## src/rtl/iecdrv_sd_arb.sv

```systemverilog
// iecdrv_sd_arb: round-robin arbiter that shares one host block-device channel
// among up to four IEC drive units, steering ack and buffer traffic to the
// granted drive. Optional REQ abort timer: `define IECDRV_SD_ARB_TIMEOUT_EN.
`timescale 1ns/1ps
module iecdrv_sd_arb #(
  parameter int unsigned  DRIVES  = 2,
  parameter logic [23:0]  TIMEOUT = 24'hFFFFFF,
  localparam int unsigned NDR     = (DRIVES == 0) ? 1 : ((DRIVES > 4) ? 4 : DRIVES),
  localparam int unsigned N       = NDR - 1
) (
  input  logic        clk_sys,
  input  logic        reset,
  input  logic [31:0] drv_lba [NDR],
  input  logic [N:0]  drv_rd,
  input  logic [N:0]  drv_wr,
  output logic [N:0]  drv_ack,
  output logic [N:0]  drv_err,
  output logic [N:0]  drv_buff_wr,
  input  logic [7:0]  drv_buff_din [NDR],
  output logic [31:0] sd_lba,
  output logic        sd_rd,
  output logic        sd_wr,
  input  logic        sd_ack,
  input  logic        sd_buff_wr,
  output logic [7:0]  sd_buff_din
);

  localparam logic [1:0] IDLE = 2'd0;
  localparam logic [1:0] REQ  = 2'd1;
  localparam logic [1:0] XFER = 2'd2;
  localparam logic [1:0] DONE = 2'd3;

  logic [1:0]  state_q, state_d;
  logic [1:0]  g_q, g_d;
  logic [1:0]  p_q, p_d;
  logic [31:0] lba_q, lba_d;
  logic        rd_q, rd_d;
  logic        wr_q, wr_d;
  logic [N:0]  ack_q, ack_d;
  logic [N:0]  g_oh;
  logic        found;
`ifdef IECDRV_SD_ARB_TIMEOUT_EN
  logic [N:0]  err_q, err_d;
  logic [23:0] cnt_q, cnt_d;
`endif

  // One-hot view of the current grant, used for ack, error and strobe steering
  always_comb begin
    g_oh = '0;
    for (int unsigned j = 0; j < NDR; j++) begin
      g_oh[j] = (g_q == 2'(j));
    end
  end

  // Next-state logic: rotating scan in IDLE, host handshake in REQ/XFER
  always_comb begin
    state_d = state_q;
    g_d     = g_q;
    p_d     = p_q;
    lba_d   = lba_q;
    rd_d    = rd_q;
    wr_d    = wr_q;
    ack_d   = ack_q;
    found   = 1'b0;
`ifdef IECDRV_SD_ARB_TIMEOUT_EN
    err_d   = '0;
    cnt_d   = cnt_q;
`endif
    case (state_q)
      IDLE: begin
        // Visit drives p, p+1, ... and take the first one asking for service
        for (int unsigned k = 0; k < NDR; k++) begin
          for (int unsigned j = 0; j < NDR; j++) begin
            if (!found && (((32'(p_q) + k) % NDR) == j) && (drv_rd[j] || drv_wr[j])) begin
              found = 1'b1;
              g_d   = 2'(j);
              lba_d = drv_lba[j];
              rd_d  = drv_rd[j];
              wr_d  = ~drv_rd[j];
            end
          end
        end
        if (found) begin
          state_d = REQ;
`ifdef IECDRV_SD_ARB_TIMEOUT_EN
          cnt_d   = '0;
`endif
        end
      end
      REQ: begin
        if (sd_ack) begin
          rd_d    = 1'b0;
          wr_d    = 1'b0;
          ack_d   = g_oh;
          state_d = XFER;
`ifdef IECDRV_SD_ARB_TIMEOUT_EN
        end else if (24'(cnt_q + 24'd1) == TIMEOUT) begin
          // Host never answered: withdraw the request and flag the drive
          rd_d    = 1'b0;
          wr_d    = 1'b0;
          err_d   = g_oh;
          state_d = DONE;
        end else begin
          cnt_d   = 24'(cnt_q + 24'd1);
`endif
        end
      end
      XFER: begin
        if (!sd_ack) begin
          ack_d   = '0;
          state_d = DONE;
        end
      end
      DONE: begin
        // Move the pointer past the drive just served so others go first
        p_d     = (g_q == 2'(N)) ? 2'd0 : 2'(g_q + 2'd1);
        state_d = IDLE;
      end
      default: state_d = IDLE;
    endcase
  end

  // State and output registers with asynchronous clear
  always_ff @(posedge clk_sys or posedge reset) begin
    if (reset) begin
      state_q <= IDLE;
      g_q     <= '0;
      p_q     <= '0;
      lba_q   <= '0;
      rd_q    <= 1'b0;
      wr_q    <= 1'b0;
      ack_q   <= '0;
`ifdef IECDRV_SD_ARB_TIMEOUT_EN
      err_q   <= '0;
      cnt_q   <= '0;
`endif
    end else begin
      state_q <= state_d;
      g_q     <= g_d;
      p_q     <= p_d;
      lba_q   <= lba_d;
      rd_q    <= rd_d;
      wr_q    <= wr_d;
      ack_q   <= ack_d;
`ifdef IECDRV_SD_ARB_TIMEOUT_EN
      err_q   <= err_d;
      cnt_q   <= cnt_d;
`endif
    end
  end

  // Zero-latency buffer steering: strobe gated to the grant, data muxed by grant
  always_comb begin
    drv_buff_wr = (state_q == XFER && sd_buff_wr) ? g_oh : '0;
    sd_buff_din = '0;
    for (int unsigned j = 0; j < NDR; j++) begin
      if (g_q == 2'(j)) begin
        sd_buff_din = drv_buff_din[j];
      end
    end
  end

  assign drv_ack = ack_q;
  assign sd_lba  = lba_q;
  assign sd_rd   = rd_q;
  assign sd_wr   = wr_q;
`ifdef IECDRV_SD_ARB_TIMEOUT_EN
  assign drv_err = err_q;
`else
  logic unused_timeout;
  assign unused_timeout = ^TIMEOUT;
  assign drv_err = '0;
`endif

endmodule

```

## config.mk

```make
export PLATFORM = sky130hd
export DESIGN_NAME = iecdrv_sd_arb
export DESIGN_NICKNAME = d
export VERILOG_FILES = /design/src/rtl/iecdrv_sd_arb.sv
export SDC_FILE = /design/constraint.sdc
export NUM_CORES = 1
export LEC_CHECK = 0
export CORE_MARGIN = 1.5
export CORE_UTILIZATION = 36
export CTS_CLUSTER_SIZE = 12
export DETAILED_ROUTE_END_ITERATION = 16
export HOLD_SLACK_MARGIN = 0.15
export PLACE_DENSITY = 0.82
export SYNTH_ARGS = -nofsm -noshare
export SYNTH_HDL_FRONTEND = slang
export SYNTH_SLANG_ARGS = --single-unit
```

## constraint.sdc

```tcl
create_clock -name clk_sys -period 1.92 [get_ports clk_sys]
set_clock_uncertainty 0.05 [all_clocks]
set_input_delay 0.576 -clock clk_sys [delete_from_list [all_inputs] [get_ports clk_sys]]
set_output_delay 0.576 -clock clk_sys [all_outputs]
set_load 0.02 [all_outputs]
```

==> results.sh <==
export IMPL_drt_iter0_markers=88
export IMPL_place_area_um2=3540
export IMPL_core_um2=5510
export IMPL_antenna_left=0
export IMPL_synth_fa_ha_area_frac=0.0242
export IMPL_antenna_found_initial=0
export IMPL_synthTopCellsByCount="nand2_1, dfrtp_1, nor2_1, a31oi_1, mux2_2"
export IMPL_grt_max_degree=34
export IMPL_synth_top_family_by_area="simple AND/OR/NAND/NOR gates"
export IMPL_yosys_register_bits=40
export IMPL_clock_latency_ps=280
export IMPL_grt_first_pass_wirelength_um=11000
export IMPL_drt_first_pass_iters=4
export IMPL_dp_cells=449
export IMPL_max_freq_mhz=522
export IMPL_clock_sinks=40
export IMPL_ys_seq_area_frac=0.485
export IMPL_dpl_hpwl_um=4720
export IMPL_synth_xor_area_frac=0
export IMPL_fin_nets=484
export IMPL_p_sw_frac=0.413
export IMPL_cpMaxStageDelayCell="dfrtp_2"
export IMPL_vias_per_cell=4.92
export IMPL_min_path_type="input port to asynchronous set/reset pin"
export IMPL_fp_dieH_um=78.7
export IMPL_power_density_nw_per_um2=1450
export IMPL_antennaDiodeCount=0
export IMPL_synth_most_common_cell="nand2_1"
export IMPL_crit_top_cell="buf_6"
export IMPL_pwr_share_seq=0.275
export IMPL_outcome="complete, no violations"
export IMPL_endpoint_kind="output pin"
export IMPL_dieArea_um2=6200
export IMPL_path_clk_slew_ps=80
export IMPL_drive_above_1_share=0.160
export IMPL_synth_largest_area_cell="dfrtp_1"
export IMPL_initial_core_util=0.375
export IMPL_cp_required_ps=1290
export IMPL_htreeDepth=2
export IMPL_period_share=0.997
export IMPL_dr_total_vias=2286
export IMPL_grt_usage=0.228
export IMPL_min_period_ps=1910
export IMPL_grt_pass1_vias=2328
export IMPL_synthMuxAreaShare=0.0545
export IMPL_cp_arrival_ps=1290
export IMPL_finalMaxSlewViolations=0
export IMPL_yosys_warnings=0
export IMPL_cp_start_kind="register"
export IMPL_die_w_um=78.7
export IMPL_routedWlPerCell_um=14.6
export IMPL_port_buffers=133
export IMPL_p_int_w=0.00321
export IMPL_netlist_area_leader_share=0.485
export IMPL_synth_edf_count=0
export IMPL_rows=27
export IMPL_place_congestion=0.767
export IMPL_fin_area_um2=3770
export IMPL_synthCells=239
export IMPL_setup_viol=0
export IMPL_grt_overflow_total=0
export IMPL_rsz0062_at_grt="true"
export IMPL_combPwrFrac=0.622
export IMPL_drc=0
export IMPL_synthTopCellsByArea="dfrtp_1, nand2_1, a31oi_1"
export IMPL_cts_tree="yes"
export IMPL_clockBufferDepth=2
export IMPL_ctsRootBufferMaster="clkbuf_8"
export IMPL_cts_buffers=5
export IMPL_synth_async_reset_ratio=1.00
export IMPL_synth_area_per_cell_um2=8.64
export IMPL_syn_area_um2=2060
export IMPL_routed_wl_um=6790
export IMPL_leakage_nw=1.81
export IMPL_multi_input_area_um2=997
export IMPL_synth_compound_area_share=0.148
export IMPL_syn2layout_area_growth_pct=82.5
export IMPL_finalHoldViolations=0
export IMPL_maxCapViolations=0
export IMPL_p_clk_frac=0.103
export IMPL_regArea_um2=1000
export IMPL_ys_types=29
export IMPL_final_cells=465
export IMPL_ios=136
export IMPL_ir_drop_v=0.000681
export IMPL_slowest_delay_ps=440
export IMPL_worstPathMaxFanout=4
export IMPL_ys_flop_type="dfrtp_1"
export IMPL_fillers=484
export IMPL_hold_buffers=0
export IMPL_path_class="register to output pin"
export IMPL_p_sw_w=0.00226
export IMPL_crit_path_cell_trace="buf_6, mux2_4, buf_6"
export IMPL_synth_simple_area_share=0.222
==> metal layers <==
metal | global-route usage | part of all wire | up-vias | wire length [um]
met3 | 0.0816 | 0.094 | 4 | 640
met4 | 0.0554 | 0.0052 | 0 | 35
met1 | 0.253 | 0.39 | 1068 | 2660
met2 | 0.415 | 0.51 | 100 | 3460
li1 | - | - | 1114 | -
met5 | 0 | 0 | - | 0
==> cell usage in the layout, fill, tap and decap left out, drive strengths merged, types with 3 or more instances in the layout <==
master,instances
dlygate4sd2,20
and2,3
a21oi,3
clkbuf,8
a31oi,33
nand2,66
mux2,10
dlymetal6s2s,17
nor2,38
ha,4
buf,37
o21ai,3
dfrtp,40
clkdlybuf4s50,86
inv,5
nand3,3
==> power by group through the flow <==
stage                     registers (W)  logic [W]  clock network [W]
after global placement          0.00152    0.00309                  0
after CTS                       0.00150    0.00340           0.000586
after detailed placement        0.00155    0.00315                  0
final                           0.00150    0.00340           0.000563
after floorplan                 0.00195    0.00139                  0
after global routing            0.00157    0.00367           0.000620
==> sequential cells by signal, summed over array words and instances, names as in the netlist <==
signal and count:
sd_rd 1, p_q 1, sd_wr 1, g_q 1
sd_lba 32, drv_ack 2, state_q 2
==> repair_timing <==
action	in CTS	in global routing
resized for setup	91	22
endpoints found under the setup margin	47	31
cloned	2	0
setup buffers	4	2
pin swaps	3	0
==> cells by family (layout without fill, tap and decap cells) <==
logic type               count (synthesis)  count (layout)
other                                    1               2
AO/OA/AOI/OAI                           47              47
AND/OR/NAND/NOR                        114             116
buffers and inverters                   23             174
flip-flops                              40              40
adder cells (fa/ha/maj)                  4               4
multiplexers                            10              10
==> worst max-delay path: cells and delay by family (launching register included) <==
kind     cells  cell delay (ps)
buf+inv      2              270
mux          1              300
flops        1              440
==> per-stage QoR <==
step	hold WS, ps	power, W	utilization	TNS (ps)	setup WS [ps]
after floorplan	478	0.00334	-	0	63.8
after CTS	437	0.00548	0.671	-0.667	-0.667
after detailed placement	490	0.00470	0.643	-21720	-516
after global routing	477	0.00585	0.684	-255	-31.0
after global placement	481	0.00461	0.643	-21150	-503
final	449	0.00546	0.684	0	5.27
==> path summary, 6_finish.rpt <==
| check | from | to | slack, ps | depth (start not counted) |
|---|---|---|---|---|
| hold reg to reg | sd_rd | sd_rd | 500 | 2 |
| setup reg to reg | state_q[0] | state_q[1] | 100 | 6 |
| min in group clk_sys | sd_rd | sd_rd | 500 | 2 |
| hold / removal | reset | sd_lba[23] | 450 | 2 |
| setup / recovery | g_q[0] | sd_buff_din[5] | 5 | 3 |
| max in group asynchronous | reset | g_q[0] | 930 | 3 |
==> layout make-up <==
class	count	area share
multi-input cells	179	0.265
inverters	6	0.00598
clock buffers	8	0.0239
repair buffers	160	0.415
well taps	72	0.0239
flip-flops and latches	40	0.266
Note: power is estimated with default switching activity, not from simulation.
